$ cat src/rtl/proc_ctrl_fsm.sv
// Control-unit FSM for the 16-bit datapath: decodes IR and sequences bus drivers and write enables over T0..T3.
// Optional macro PROC_MVNZ_EN enables conditional move (op 101); without it op 101 is a NOP and GNZ is ignored.
module proc_ctrl_fsm #(
    parameter int N    = 16,
    parameter int NREG = 8
) (
    input  logic            clock_i,
    input  logic            reset_i,
    input  logic            run_i,
    input  logic [N-1:0]    ir_i,
    input  logic            gnz_i,
    output logic            irin_o,
    output logic [NREG-1:0] rin_o,
    output logic [NREG-1:0] rout_o,
    output logic            gout_o,
    output logic            dinout_o,
    output logic            ain_o,
    output logic            gin_o,
    output logic [1:0]      aluop_o,
    output logic            done_o
);

    typedef enum logic [1:0] {
        T0 = 2'd0,
        T1 = 2'd1,
        T2 = 2'd2,
        T3 = 2'd3
    } state_t;

    localparam logic [NREG-1:0] ONE_HOT0 = NREG'(1);

    state_t     state_q, state_d;
    logic [2:0] op;
    logic [2:0] x_sel;
    logic [2:0] y_sel;
    logic       is_alu;

    assign op     = ir_i[N-1 -: 3];
    assign x_sel  = ir_i[N-4 -: 3];
    assign y_sel  = ir_i[N-7 -: 3];
    assign is_alu = (op == 3'b010) || (op == 3'b011) || (op == 3'b100);

`ifdef PROC_MVNZ_EN
    logic unused_ir;
    assign unused_ir = ^ir_i[N-10:0];
`else
    logic unused_ir;
    assign unused_ir = ^{ir_i[N-10:0], gnz_i};
`endif

    always_ff @(posedge clock_i) begin
        if (reset_i) begin
            state_q <= T0;
        end else begin
            state_q <= state_d;
        end
    end

    always_comb begin
        state_d  = T0;
        irin_o   = 1'b0;
        rin_o    = '0;
        rout_o   = '0;
        gout_o   = 1'b0;
        dinout_o = 1'b0;
        ain_o    = 1'b0;
        gin_o    = 1'b0;
        aluop_o  = 2'b00;
        done_o   = 1'b0;
        // Reset overrides everything so an aborted instruction leaves no trace on the outputs.
        if (!reset_i) begin
            case (state_q)
                T0: begin
                    irin_o  = run_i;
                    state_d = run_i ? T1 : T0;
                end
                T1: begin
                    case (op)
                        3'b000: begin
                            rout_o = ONE_HOT0 << y_sel;
                            rin_o  = ONE_HOT0 << x_sel;
                            done_o = 1'b1;
                        end
                        3'b001: begin
                            dinout_o = 1'b1;
                            rin_o    = ONE_HOT0 << x_sel;
                            done_o   = 1'b1;
                        end
                        3'b010, 3'b011, 3'b100: begin
                            rout_o  = ONE_HOT0 << x_sel;
                            ain_o   = 1'b1;
                            state_d = T2;
                        end
`ifdef PROC_MVNZ_EN
                        3'b101: begin
                            if (gnz_i) begin
                                rout_o = ONE_HOT0 << y_sel;
                                rin_o  = ONE_HOT0 << x_sel;
                            end
                            done_o = 1'b1;
                        end
`endif
                        default: done_o = 1'b1;
                    endcase
                end
                T2: begin
                    if (is_alu) begin
                        rout_o  = ONE_HOT0 << y_sel;
                        gin_o   = 1'b1;
                        aluop_o = op[2] ? 2'b10 : {1'b0, op[0]};
                        state_d = T3;
                    end
                end
                T3: begin
                    if (is_alu) begin
                        gout_o = 1'b1;
                        rin_o  = ONE_HOT0 << x_sel;
                        done_o = 1'b1;
                    end
                end
                default: state_d = T0;
            endcase
        end
    end

endmodule

$ cat config.mk
export PLATFORM = sky130hd
export DESIGN_NAME = proc_ctrl_fsm
export DESIGN_NICKNAME = d
export VERILOG_FILES = /design/src/rtl/proc_ctrl_fsm.sv
export SDC_FILE = /design/constraint.sdc
export NUM_CORES = 1
export LEC_CHECK = 0
export BUFFER_PORTS_ARGS = -buffer_cell sky130_fd_sc_hd__buf_2
export CORE_MARGIN = 2
export CORE_UTILIZATION = 35
export DETAILED_ROUTE_END_ITERATION = 6
export GPL_TIMING_DRIVEN = 1
export PLACE_DENSITY_LB_ADDON = 0.3
export SYNTH_ARGS = -nofsm -noshare
export SYNTH_HDL_FRONTEND = slang
export SYNTH_SLANG_ARGS = --single-unit
$ cat constraint.sdc
create_clock -name clock_i -period 1.55 [get_ports clock_i]
set_input_delay 0.31 -clock clock_i [delete_from_list [all_inputs] [get_ports clock_i]]
set_output_delay 0.31 -clock clock_i [all_outputs]
set_load 0.03 [all_outputs]
==> impl_metrics.env, run 1 <==
export IMPL_synth_cells=75
export IMPL_die_h_microns=44.0
export IMPL_die_w_microns=44.0
export IMPL_io_pin_count=44
export IMPL_status="aborted with a tool error"
export IMPL_synth_area_top_cells="ha_1, nor3b_1, o32ai_1"
export IMPL_cts_num_sinks=2
export IMPL_synth_top_area_cell="ha_1"
export IMPL_synth_most_common_cell="nor2_1"
export IMPL_synthFlopType="dfxtp_1"
export IMPL_error="[ERROR DPL-0038] Utilization greater than 100%, impossible to legalize"
export IMPL_yosysWarnings=0
export IMPL_io_buffers=35
export IMPL_gp_congestion=0.789
export IMPL_failing_step="clock tree synthesis"
export IMPL_root_buffer="clkbuf_4"
export IMPL_yosysSeqAreaShare=0.0716
export IMPL_synth_edf_count=0
export IMPL_htreeDepth=1
export IMPL_cts_hold_buf=0
export IMPL_synth_top_cell_area_share=0.0895
export IMPL_syn_nets=99
export IMPL_rows=14
export IMPL_initial_core_util=0.371
export IMPL_synth_avg_cell_area_sq_um=7.46
export IMPL_synthArstFlopShare=0
export IMPL_synth_cell_types=33
export IMPL_dp_worst_setup_slack_ns=-0.416
export IMPL_cts_repair_resized=53
export IMPL_place_area_sq_um=1330
export IMPL_postCtsSetupRepairBufs=3
export IMPL_ys_ff_latch=2
export IMPL_numCtsBuffers=3
export IMPL_netlist_area_sq_um=559
export IMPL_dp_hpwl_mm=2.02
export IMPL_clock_path_buffers=2
export IMPL_synth_common_cells="nor2_1, nor3b_1, nor4_1, o32ai_1"
[per-stage QoR]
stage	TNS, ns	std cells
2_1_floorplan	-6.13	75
3_3_place_gp	-5.54	148
3_5_place_dp	-6.49	148
[logic make-up after synthesis]
logic type / Yosys count / synth area share
AND/OR/NAND/NOR: 43 / 0.501
adder cells (fa/ha/maj): 4 / 0.0895
AO/OA/AOI/OAI: 18 / 0.271
flip-flops: 2 / 0.0716
buffers and inverters: 7 / 0.0492
multiplexers: 1 / 0.0179
==> run 2, diff against run 1 <==
- CORE_AREA: default -> 2 2 63 65
- CORE_MARGIN: 2 -> default
- CORE_UTILIZATION: 35 -> default
- DIE_AREA: default -> 0 0 65 67
- PLACE_DENSITY_LB_ADDON: 0.3 -> 0.15
- clock period: 1.55 -> 2.02 ns (I/O delays scaled with it)
==> run 2 against run 1 <==
Against the previous run: the flow now finishes, with violations (setup timing); synthesized area stayed put; synthesized cell count unchanged.
==> impl_metrics.env, run 2 <==
export IMPL_vias=859
export IMPL_yosysWarnings=0
export IMPL_clock_path_buffers=2
export IMPL_grt_pass1_wl_mm=3.88
export IMPL_cp_max_fo=8
export IMPL_holdPathEnd="state_q[0]"
export IMPL_synth_most_common_cell="nor2_1"
export IMPL_hold_ws_ns=0.481
export IMPL_cp_arrival_ns=1.70
export IMPL_layout_min_cycle_time_ns=2.11
export IMPL_yosys_area_share_simple=0.501
export IMPL_overflow=0
export IMPL_ys_ff_latch=2
export IMPL_powerDensity_nw_per_um2=265
export IMPL_antenna_found_initial=0
export IMPL_synth_cell_types=33
export IMPL_place_area_sq_um=1060
export IMPL_wl_per_cell_microns=12.2
export IMPL_reg2reg_depth=5
export IMPL_netlist_area_sq_um=559
export IMPL_firstDrtPassIters=4
export IMPL_critPathRequiredTime_ns=1.62
export IMPL_regMostFlops="state_q"
export IMPL_finalHoldViolations=0
export IMPL_die_h_microns=67
export IMPL_drive_gt1_frac=0.734
export IMPL_peakVddDrop_mv=0.275
export IMPL_largest_reg_flops=2
export IMPL_criticalPathCategory="reg -> out"
export IMPL_synth_compound_area_frac=0.271
export IMPL_timing_slew_headroom=0.680
export IMPL_ant_nets=0
export IMPL_whs_path_depth=3
export IMPL_rr_startpoint="state_q[0]"
export IMPL_vias_per_cell=4.59
export IMPL_drc_errors=0
export IMPL_synth_top_cell_area_share=0.0895
export IMPL_final_cell_mix="buf_4, buf_2, buf_6, nor2_1, ha_4"
export IMPL_crit_path_end_kind="output pin"
export IMPL_synthMuxAreaShare=0.0179
export IMPL_cts_tree="done"
export IMPL_max_cap_violations=0
export IMPL_startpoint_type="register"
export IMPL_syn_to_final_growth_pct=146
export IMPL_first_iter_violations=16
export IMPL_die_area_sq_um=4360
export IMPL_status="finished with violations"
export IMPL_die_w_microns=65
export IMPL_final_common_cell="buf_4"
export IMPL_clk_latency_ns=0.21
export IMPL_reg2reg_setup_slack_ns=0.77
export IMPL_yosysSeqAreaShare=0.0716
export IMPL_synthFlopType="dfxtp_1"
export IMPL_fmax_mhz=475
export IMPL_path_clk_slew_ns=0.03
export IMPL_initial_core_util=0.155
export IMPL_grt_max_degree=16
export IMPL_rsz0062_at_grt="true"
export IMPL_numCtsBuffers=3
export IMPL_cts_hold_buf=0
export IMPL_fin_area_sq_um=1380
export IMPL_dp_hpwl_mm=1.72
export IMPL_synth_avg_cell_area_sq_um=7.46
export IMPL_p_leak_nw=0.533
export IMPL_r2r_end="state_q[1]"
export IMPL_synth_cells=75
export IMPL_wl_mm=2.29
export IMPL_violations="setup timing"
export IMPL_post_route_period_util=1.04
export IMPL_synth_area_top_cells="ha_1, nor3b_1, o32ai_1"
export IMPL_synth_xor_area_frac=0
export IMPL_nets=165
export IMPL_gp_congestion=0.731
export IMPL_finalClockSkew_ns=0.00434
export IMPL_grt_pass1_vias=881
export IMPL_root_buffer="clkbuf_8"
export IMPL_synthAdderAreaFrac=0.0895
export IMPL_io_buffers=35
export IMPL_htreeDepth=1
export IMPL_io_pin_count=44
export IMPL_worst_slew_pin_slew_ns=0.478
export IMPL_power_mw=0.365
export IMPL_synth_top_area_cell="ha_1"
export IMPL_utilization=0.382
export IMPL_syn_nets=99
export IMPL_track_usage=0.111
export IMPL_setup_viol_count_final=15
export IMPL_cts_num_sinks=2
export IMPL_fp_coreArea_sq_um=3610
export IMPL_slew_viol_final=0
export IMPL_hp_start="run_i"
export IMPL_n_antenna_cell=0
export IMPL_top_regs="state_q x2"
export IMPL_rows=22
export IMPL_worst_slack_ns=-0.0856
export IMPL_synth_edf_count=0
export IMPL_synth_top_family_by_area="simple AND/OR/NAND/NOR gates"
export IMPL_synthArstFlopShare=0
export IMPL_hp_class="in -> reg"
export IMPL_synth_common_cells="nor2_1, nor3b_1, nor4_1, o32ai_1"
[run 2: cell counts after synthesis]
Identical to the previous run, type by type.
[run 2: worst max-delay path by stage]
stage,startpoint,cells after the start,endpoint
after detailed placement,ir_i[14],6,rout_o[6]
after global placement,ir_i[14],6,rout_o[5]
after floorplan,ir_i[14],4,rin_o[0]
final,state_q[0],8,rout_o[4]
after global routing,state_q[1],8,rout_o[5]
after CTS,state_q[0],8,rout_o[5]
[run 2: through the flow]
step | setup TNS [ns] | setup slack [ns] | instances
after global placement | -0.251 | -0.0545 | 178
after global routing | -1.88 | -0.152 | 187
final | -0.655 | -0.0856 | 187
after detailed placement | -0.349 | -0.0642 | 178
after CTS | -1.27 | -0.137 | 185
after floorplan | -2.49 | -0.184 | 75
[run 2: kinds of logic after synthesis]
| family | Yosys count |
|---|---|
| simple gates | 43 |
| compound gates | 18 |
| flops | 2 |
| buf+inv | 7 |
| mux | 1 |
| fa+ha+maj | 4 |
[run 2: where the power goes]
| part | internal [mW] | total (mW) | switching (mW) |
|---|---|---|---|
| Sequential | 0.0415 | 0.0430 | 0.00151 |
| Clock | 0.126 | 0.157 | 0.0310 |
| Combinational | 0.0763 | 0.165 | 0.0886 |
[run 2: critical path: stages (launching register included)]
cell and delay [ns]:
dfxtp_4 0.34, inv_2 0.05, buf_4 0.13, ha_4 0.15
and3b_1 0.18, a211oi_2 0.17, buf_6 0.19, o32ai_2 0.10
buf_4 0.19
[run 2: layer usage]
metal	GRT usage	wire length (microns)	up-vias
li1	-	-	423
met1	0.133	985	411
met2	0.206	1200	23
met3	0.0135	94	2
met4	0.0319	10	0
met5	0	0	-
[run 2: cell type report]
cell class,instances,area (sq um)
repair buffers,64,480
multi-input cells,66,734
fillers,380,2230
inverters,4,15.0
flip-flops and latches,2,45.0
well taps,48,60.1
clock buffers,3,41.3
[run 2: timing repair]
action                     in CTS  in global routing
setup buffers                   5                  2
setup endpoints to repair      17                 18
pin swaps                       8                  5
gates resized for setup        47                 11
Power figures use the tool's default switching activity.
